File: src/rtl/zpc_pkg.sv
// Shared ZPC pipeline definitions: instruction field positions, fetch FSM states, fetch word record.
// Latency: n/a (types and constants only).
// Backpressure: n/a.
// Reused by the fetch stage, the decode stage and the controller.
package zpc_pkg;

    // Default first fetch address after reset
    localparam logic [31:0] DEFAULT_RESET_PC = 32'h0000_0000;

    // MIPS instruction field bit positions
    localparam int OP_HI    = 31;
    localparam int OP_LO    = 26;
    localparam int RS_HI    = 25;
    localparam int RS_LO    = 21;
    localparam int RT_HI    = 20;
    localparam int RT_LO    = 16;
    localparam int RD_HI    = 15;
    localparam int RD_LO    = 11;
    localparam int SHAMT_HI = 10;
    localparam int SHAMT_LO = 6;
    localparam int FUNC_HI  = 5;
    localparam int FUNC_LO  = 0;
    localparam int IMME_HI  = 15;
    localparam int IMME_LO  = 0;

    // Fetch FSM: IDLE = no request, REQ = response kept, KILL = response discarded
    typedef enum logic [1:0] {
        FS_IDLE = 2'd0,
        FS_REQ  = 2'd1,
        FS_KILL = 2'd2
    } fetch_state_t;

    // One fetched instruction together with its link pc (fetch address + 4)
    typedef struct packed {
        logic [31:0] pc;
        logic [31:0] instr;
    } fetch_t;

endpackage

File: src/rtl/if_skid.sv
// One-entry skid buffer holding a fetched {pc+4, instr} while decode is stalled.
// Latency: load visible on dout/vld the cycle after the load edge.
// Backpressure: none internally; the fetch FSM stops requesting while vld is high.
// Ports: clk, rst (async, active-high); load/unload/flush controls; din in; vld, dout out.
module if_skid
    import zpc_pkg::*;
(
    input  logic   clk,
    input  logic   rst,
    input  logic   load,
    input  logic   unload,
    input  logic   flush,
    input  fetch_t din,
    output logic   vld,
    output fetch_t dout
);

    // flush wins; a simultaneous load+unload keeps the entry full with the new word
    always_ff @(posedge clk or posedge rst) begin
        if (rst) begin
            vld  <= 1'b0;
            dout <= '0;
        end else begin
            if (flush) begin
                vld <= 1'b0;
            end else if (load) begin
                vld <= 1'b1;
            end else if (unload) begin
                vld <= 1'b0;
            end
            if (load && !flush) begin
                dout <= din;
            end
        end
    end

endmodule

File: src/rtl/if_stage.sv
// Instruction-fetch stage: owns the pc, handshakes with imem, registers decoded fields for decode.
// Latency: imem_ack in cycle N gives ifid_valid in cycle N+1; zero-wait memory sustains 1 instr/cycle.
// Backpressure: id_stall holds the output register; one extra word parks in the skid, then imem_req drops.
// Ports: clk, rst (async, active-high); imem_req/imem_addr/imem_ack/imem_rdata memory side;
//        id_stall, redirect/redirect_pc from later stages; ifid_* registered decode fields.
module if_stage
    import zpc_pkg::*;
#(
    parameter logic [31:0] RESET_PC = DEFAULT_RESET_PC
) (
    input  logic        clk,
    input  logic        rst,
    output logic        imem_req,
    output logic [31:0] imem_addr,
    input  logic        imem_ack,
    input  logic [31:0] imem_rdata,
    input  logic        id_stall,
    input  logic        redirect,
    input  logic [31:0] redirect_pc,
    output logic        ifid_valid,
    output logic [31:0] ifid_pc,
    output logic [5:0]  ifid_op,
    output logic [4:0]  ifid_rs,
    output logic [4:0]  ifid_rt,
    output logic [4:0]  ifid_rd,
    output logic [4:0]  ifid_shamt,
    output logic [5:0]  ifid_func,
    output logic [15:0] ifid_imme
);

    fetch_state_t state;
    logic [31:0]  pc;
    logic [31:0]  redir_pc;
    fetch_t       ifid_dat;
    fetch_t       ack_dat;
    fetch_t       skid_dat;
    logic         skid_vld;
    logic         ack_take;
    logic         out_open;
    logic         ack_to_out;
    logic         ack_to_skid;
    logic         skid_unload;
    logic         skid_empty_next;

    assign imem_addr = pc;
    assign redir_pc  = redirect_pc & ~32'h3;
    assign ack_dat   = {pc + 32'd4, imem_rdata};

    // Only a REQ-state ack without a concurrent redirect delivers a usable word
    assign ack_take        = (state == FS_REQ) && imem_ack && !redirect;
    assign out_open        = !ifid_valid || !id_stall;
    assign ack_to_out      = ack_take && out_open && !skid_vld;
    assign ack_to_skid     = ack_take && !ack_to_out;
    assign skid_unload     = out_open && skid_vld && !redirect;
    assign skid_empty_next = !ack_to_skid && (!skid_vld || skid_unload);

    if_skid u_skid (
        .clk    (clk),
        .rst    (rst),
        .load   (ack_to_skid),
        .unload (skid_unload),
        .flush  (redirect),
        .din    (ack_dat),
        .vld    (skid_vld),
        .dout   (skid_dat)
    );

    // Fetch FSM; imem_req is registered and mirrors state != IDLE
    always_ff @(posedge clk or posedge rst) begin
        if (rst) begin
            state    <= FS_IDLE;
            pc       <= RESET_PC;
            imem_req <= 1'b0;
        end else if (redirect) begin
            pc       <= redir_pc;
            imem_req <= 1'b1;
            // an outstanding request with no ack yet still owes a response that must be eaten
            if ((state != FS_IDLE) && !imem_ack) begin
                state <= FS_KILL;
            end else begin
                state <= FS_REQ;
            end
        end else begin
            case (state)
                FS_KILL: begin
                    if (imem_ack) begin
                        state <= FS_REQ;
                    end
                end
                FS_REQ: begin
                    if (imem_ack) begin
                        pc <= pc + 32'd4;
                        if (skid_empty_next) begin
                            state <= FS_REQ;
                        end else begin
                            state    <= FS_IDLE;
                            imem_req <= 1'b0;
                        end
                    end
                end
                default: begin
                    if (!skid_vld) begin
                        state    <= FS_REQ;
                        imem_req <= 1'b1;
                    end
                end
            endcase
        end
    end

    // Output register: skid has priority over fresh ack data to keep program order
    always_ff @(posedge clk or posedge rst) begin
        if (rst) begin
            ifid_valid <= 1'b0;
            ifid_dat   <= '0;
        end else if (redirect) begin
            ifid_valid <= 1'b0;
        end else if (out_open) begin
            if (skid_vld) begin
                ifid_valid <= 1'b1;
                ifid_dat   <= skid_dat;
            end else if (ack_to_out) begin
                ifid_valid <= 1'b1;
                ifid_dat   <= ack_dat;
            end else begin
                ifid_valid <= 1'b0;
            end
        end
    end

    assign ifid_pc    = ifid_dat.pc;
    assign ifid_op    = ifid_dat.instr[OP_HI:OP_LO];
    assign ifid_rs    = ifid_dat.instr[RS_HI:RS_LO];
    assign ifid_rt    = ifid_dat.instr[RT_HI:RT_LO];
    assign ifid_rd    = ifid_dat.instr[RD_HI:RD_LO];
    assign ifid_shamt = ifid_dat.instr[SHAMT_HI:SHAMT_LO];
    assign ifid_func  = ifid_dat.instr[FUNC_HI:FUNC_LO];
    assign ifid_imme  = ifid_dat.instr[IMME_HI:IMME_LO];

endmodule

File: config.mk
export PLATFORM = sky130hd
export DESIGN_NAME = if_stage
export DESIGN_NICKNAME = d
export VERILOG_FILES = /design/src/rtl/zpc_pkg.sv /design/src/rtl/if_skid.sv /design/src/rtl/if_stage.sv
export SDC_FILE = /design/constraint.sdc
export NUM_CORES = 1
export LEC_CHECK = 0
export BUFFER_PORTS_ARGS = -buffer_cell sky130_fd_sc_hd__buf_4
export CORE_UTILIZATION = 45
export DETAILED_ROUTE_END_ITERATION = 10
export PLACE_DENSITY = 0.67
export SETUP_SLACK_MARGIN = 0.4
export SYNTH_ARGS = -nofsm -noshare
export SYNTH_HDL_FRONTEND = slang
export SYNTH_SLANG_ARGS = --single-unit
File: constraint.sdc
create_clock -name clk -period 5.47 [get_ports clk]
set_input_delay 0.2735 -clock clk [delete_from_list [all_inputs] [get_ports clk]]
set_output_delay 0.2735 -clock clk [all_outputs]
set_load 0.1 [all_outputs]
**Yosys cells after proc, flatten, opt, wreduce, memory -nomap -nowiden**

Index checks and enable logic that the tools add are counted.

- Output and inout bits: 114
- Bits of input ports: 69
- Bits in registers: 165
- Logic and storage cells: 72

- Add/sub/neg operators: 1
- Bitwise logic cells: 1
- Muxes and demuxes: 24
- Equal/unequal tests: 8
- Reductions and logical operators: 29

Operator list:

| operator | count |
|---|---|
| 64-bit 2-to-1 mux | 2 |
| 32-bit 2-to-1 mux | 3 |
| 32-bit by 3-bit adder with 32-bit output (second input constant) | 1 |
| 1-bit 2-to-1 mux | 12 |
| 3-bit != test (second input constant) | 4 |
| 1-bit logical AND | 10 |
| 2-bit 2-to-1 mux | 5 |
| 2-bit nonzero test | 5 |
| 1-bit logical NOT | 7 |
| 3-bit AND reduction | 2 |
| 4-bit != test (second input constant) | 1 |
| 2-bit case mux with 2 select lines | 1 |
| 4-bit AND reduction | 1 |
| 3-bit nonzero test | 1 |
| 2-bit by 1-bit equality test with 1-bit output (second input constant) | 1 |
| 2-bit equality test (second input constant) | 1 |
| 1-bit logical OR | 2 |
| 2-bit != test (second input constant) | 1 |
| 1-bit case mux with 2 select lines | 1 |
| 2-bit AND reduction | 1 |
| 1-bit inverter | 1 |

**Logic depth before layout (Yosys ltp)**

- Word-level depth: 13
- Gate-level depth with buffers: 8
- Depth with buffers taken out: 6

**By module**

From an unflattened synthesis, not the netlist that was laid out.

- Cells, all modules: 752
- Area, all modules: 8296.7 um^2

Modules (own cells, without submodules):

| module | cells an instance | times used | sequential area each (um^2) | area an instance (um^2) |
|---|---|---|---|---|
| if_stage | 611 | 1 | 2452.4 | 5551.6 |
| if_skid | 141 | 1 | 1626.6 | 2745.1 |

**Worst setup path before layout**

Ideal clock, no wire load.

- Kind: reg2reg
- From: register pc[5] (netlist: imem_addr[5])
- To: register pc[31] (netlist: imem_addr[31])
- Setup slack: 2653 ps
- Library setup time: 77 ps
- Period minus slack after synthesis: 2817 ps
- Data required time: 5393 ps
- Cell stages (with the launch flop): 7
- Arrival time: 2740 ps
- Path buffers: 1
- Path through: dfrtp_1 -> buf_2 -> nand3_1 -> or4_4 -> or4_4 -> xor2_1 -> o21ai_1

- Word-level cells in the longest chain between the ends: 4

RTL lines:

| item | line | source |
|---|---|---|
| start, declared | if_stage.sv:32 | `logic [31:0] pc;` |
| start signal, assigned | if_stage.sv:75 | `pc <= redir_pc;` |
| start signal, assigned | if_stage.sv:92 | `pc <= pc + 32'd4;` |
| 32-bit by 3-bit adder with 32-bit output | if_stage.sv:92 |  |
| 32-bit 2-to-1 mux | if_stage.sv:91 | `if (imem_ack) begin` |
| 32-bit 2-to-1 mux | if_stage.sv:84 | `case (state)` |
| 32-bit 2-to-1 mux | if_stage.sv:74 | `end else if (redirect) begin` |

Every way passes these cells. The select of a mux whose other input is x is not followed.
A chain may end at the register's enable or synchronous reset.

**Final worst setup path**

- From: register pc[4] (netlist: imem_addr[4])
- To: register ifid_dat (netlist bit ifid_pc[21])

- Word-level cells in the longest chain between the ends: 3

RTL lines:

| item | line | source |
|---|---|---|
| 32-bit by 3-bit adder with 32-bit output | if_stage.sv:47 | `assign ack_dat = {pc + 32'd4, imem_rdata};` |
| 64-bit 2-to-1 mux | if_stage.sv:122 | `end else if (ack_to_out) begin` |
| 64-bit 2-to-1 mux | if_stage.sv:119 | `if (skid_vld) begin` |
| end signal, assigned | if_stage.sv:121 | `ifid_dat <= skid_dat;` |
| end signal, assigned | if_stage.sv:124 | `ifid_dat <= ack_dat;` |
| end, declared | if_stage.sv:34 | `fetch_t ifid_dat;` |

Every way passes these cells. The select of a mux whose other input is x is not followed.

==> impl_metrics.ini <==
[sta]
finClkSkew_ns = 0.00468
report.final.hold_viol_count = 0
whs_ns = 0.0580
maximum_frequency_from_static_timing_analysis_mhz = 375
slew-limit-headroom_pct = 12.6
unrepaired_setup_endpoints_after_global_routing = no
fin_tns_setup_ns = 0
setup_viol = 0
worst-slew-pin-transition_ns = 1.30
fin_crit_sh_pct = 48.8
min_period_ns = 2.67
report.final.slew_viol_count = 0

[clocking]
clk_pin_slew_worst_paths_ns = 0.06
tritoncts.num_buffers = 17
cts-root-to-sink-buffers = 2
cts_tree = done
clockRootBuffer = clkbuf_16
cts_max_level = 4
post_cts_hold_buffer_count = 0
cts.repair_timing.setup_buffer_count = 0
tritoncts_num_sinks = 159
postcts_resize_cnt = 0
worst_skew_late_latency_ns = 0.42

[finish]
most-common-layout-cells = buf_4, dfrtp_1, o21ai_0, nand2_1, nor2_1
mostFrequentLayoutCell = buf_4
postLayoutCoreUtil_pct = 57.3
finish.net_count = 960
area.growth.synth_to_final_pct = 24.6
finalInstanceArea_mm2 = 0.00946
area_of_combinational_cells_with_multiple_inputs_mm2 = 0.00325
sequential_cell_area_mm2 = 0.00398
n_antenna_cell = 0
n_fill_cell = 1484
final_layout_size_suffix_gt1_share_pct = 28.0

[floorplan]
core_area_mm2 = 0.0165
initial_cell_density_of_the_core_pct = 46.0
number_of_top_level_design_ports = 183
die_area_mm2 = 0.0174
die-height_um = 132
die_width_um = 132
core.rowCount = 47

[drt]
average_routed_wire_per_standard_cell_um = 15.0
drt_first_pass_iters = 5
detailroute.via_count = 5797
route.antenna.remaining_nets = 0
total_wirelength_of_the_detailed_routed_design_um = 16900
drtIter0Drc = 394
drc = 0
viasPerCell = 5.16

[yosys]
yosysSeqAreaShare_pct = 52.4
synth-edff-count = 0
synth_compound_gate_area_share_pct = 12.3
yosys.area_share.xor_xnor_pct = 6.23
ys_seq_elements = 159
syn-mean-instance-area_um2 = 9.96
yosys.area_share.adder_pct = 0.165
synth_simple_gate_area_share_pct = 13.9
synth_top_family_by_area = simple AND/OR/NAND/NOR gates
post_synth_instance_area_mm2 = 0.00760
synth_cells = 763
yosys.cell_types.count = 38
muxShareOfSynthArea_pct = 9.67
asr_flop_ratio_synth_pct = 100
postSynth.topFlopCell = dfrtp_1
yosys_warnings = 0

[grt]
grt_start_max_net_pins = 106
busiest_metal_layer_after_global_routing = met2
met2_usage_pct = 30.2
grt_usage_pct = 20.0
gr-total-overflow = 0
first_global_vias = 5244
grt_pass1_wl_um = 27600
routing_usage_on_met3_pct = 4.31
initial_antenna_violation_count = 0
grt.met1_usage_pct = 28.4

[worst_setup_path]
worstRegToRegCells = 5
crit_path_start_kind = flip-flop
path_max_fanout = 8
timing.setup.critical_path_class = reg2reg
capturing_element_type_of_the_critical_path = flip-flop
required_ns = 5.77
cp_data_arrival_time_ns = 2.97

[power_and_ir_drop]
clockPowerShare_pct = 22.5
power.ir.vdd_worst_uv = 300
net-switching-power_mw = 2.40
power_switching_share_pct = 47.6
internal-power_mw = 2.64
power_density_mw_per_mm2 = 533
power.sequential.fraction_pct = 33.8
power.combinational.fraction_pct = 43.8
power.leakage_nw = 4.21

[placement]
gp_congestion = 0.801
place.port_buffers = 176
post_dp_cell_area_mm2 = 0.00889
dp_hpwl_um = 11300

[hold_path]
worst_hold_path.num_cells = 3
hp-class = in2reg

[run]
drv.max_cap_violation_count = 0

[run_status]
outcome = complete, no violations
## worst max-delay path, stage by stage (launching register included)
cell and delay [ns]:
dfrtp_1 0.49, nand3_1 0.27, nor4_1 1.13, a21boi_0 0.28, nor3_1 0.27, o21ai_0 0.11
## metrics by stage
| step | worst slack (ns) | power [mW] | cells |
|---|---|---|---|
| finish | 2.80 | 5.04 | 1123 |
| global route | 2.58 | 5.25 | 1123 |
| CTS | 2.91 | 5.08 | 1123 |
| detailed placement | 2.92 | 3.94 | 1091 |
| global placement | 2.94 | 3.91 | 1091 |
| floorplan | 0.905 | 3.50 | 766 |
## state kept, by name, indices dropped and copies added, names as in the netlist
name         cells
ifid_func        6
ifid_imme       10
ifid_op          6
ifid_pc         30
ifid_rs          5
ifid_rt          5
ifid_valid       1
imem_addr       30
imem_req         1
state            2
u_skid.dout     62
u_skid.vld       1
## Yosys cell counts, drive strengths merged (9+ instances only)
master	count	area, µm²
a21oi	41	205
a22oi	9	67.6
and3	11	68.8
buf	36	224
clkbuf	39	146
dfrtp	159	3980
mux2	35	394
mux2i	34	340
nand2	87	327
nand3	24	120
nand4	15	109
nor2	43	161
nor3	23	115
o21ai	101	505
xnor2	26	228
xor2	28	245
## power by group through the flow
stage          Combinational [mW]  Sequential, mW  Clock (mW)
5_1_grt                      2.29            1.75        1.21
6_report                     2.20            1.70        1.13
3_3_place_gp                 2.20            1.71           0
2_1_floorplan               0.694            2.81           0
3_5_place_dp                 2.22            1.72           0
4_1_cts                      2.22            1.70        1.16
## final timing paths
check | to | slack [ns] | startpoint
worst min-delay path | imem_addr[15] | 0.06 | redirect_pc[15]
worst max register to register | ifid_pc[21] | 2.80 | imem_addr[4]
worst min register to register | ifid_rs[1] | 0.48 | ifid_rs[1]
min in group asynchronous | ifid_op[2] | 0.07 | rst
max in group asynchronous | u_skid.vld | 4.10 | rst
worst max-delay path | ifid_pc[21] | 2.80 | imem_addr[4]
## kinds of logic (layout without fill, tap and decap cells)
group	Yosys count	after routing
AOI/OAI and AO/OA	173	173
other	1	4
buffers and inverters	83	220
muxes	69	69
DFF	159	159
and+or+nand+nor	223	223
adders and majority gates	1	1
xor gates and xnor gates	54	54
## routing by layer
| metal | part of all wire, % | vias up |
|---|---|---|
| li1 | - | 2880 |
| met1 | 48 | 2731 |
| met2 | 46 | 171 |
| met3 | 5.4 | 15 |
| met4 | 1.2 | 0 |
| met5 | 0 | - |
## final cells by class
| type | count | share of cell area [%] |
|---|---|---|
| tap | 220 | 2.91 |
| clock inverter | 9 | 0.886 |
| clock buffer | 23 | 5.16 |
| inverter | 8 | 0.370 |
| sequential | 159 | 42.1 |
| timing repair buffer | 180 | 14.3 |
| multi-input combinational | 524 | 34.3 |
(Power assumes the default switching activity.)
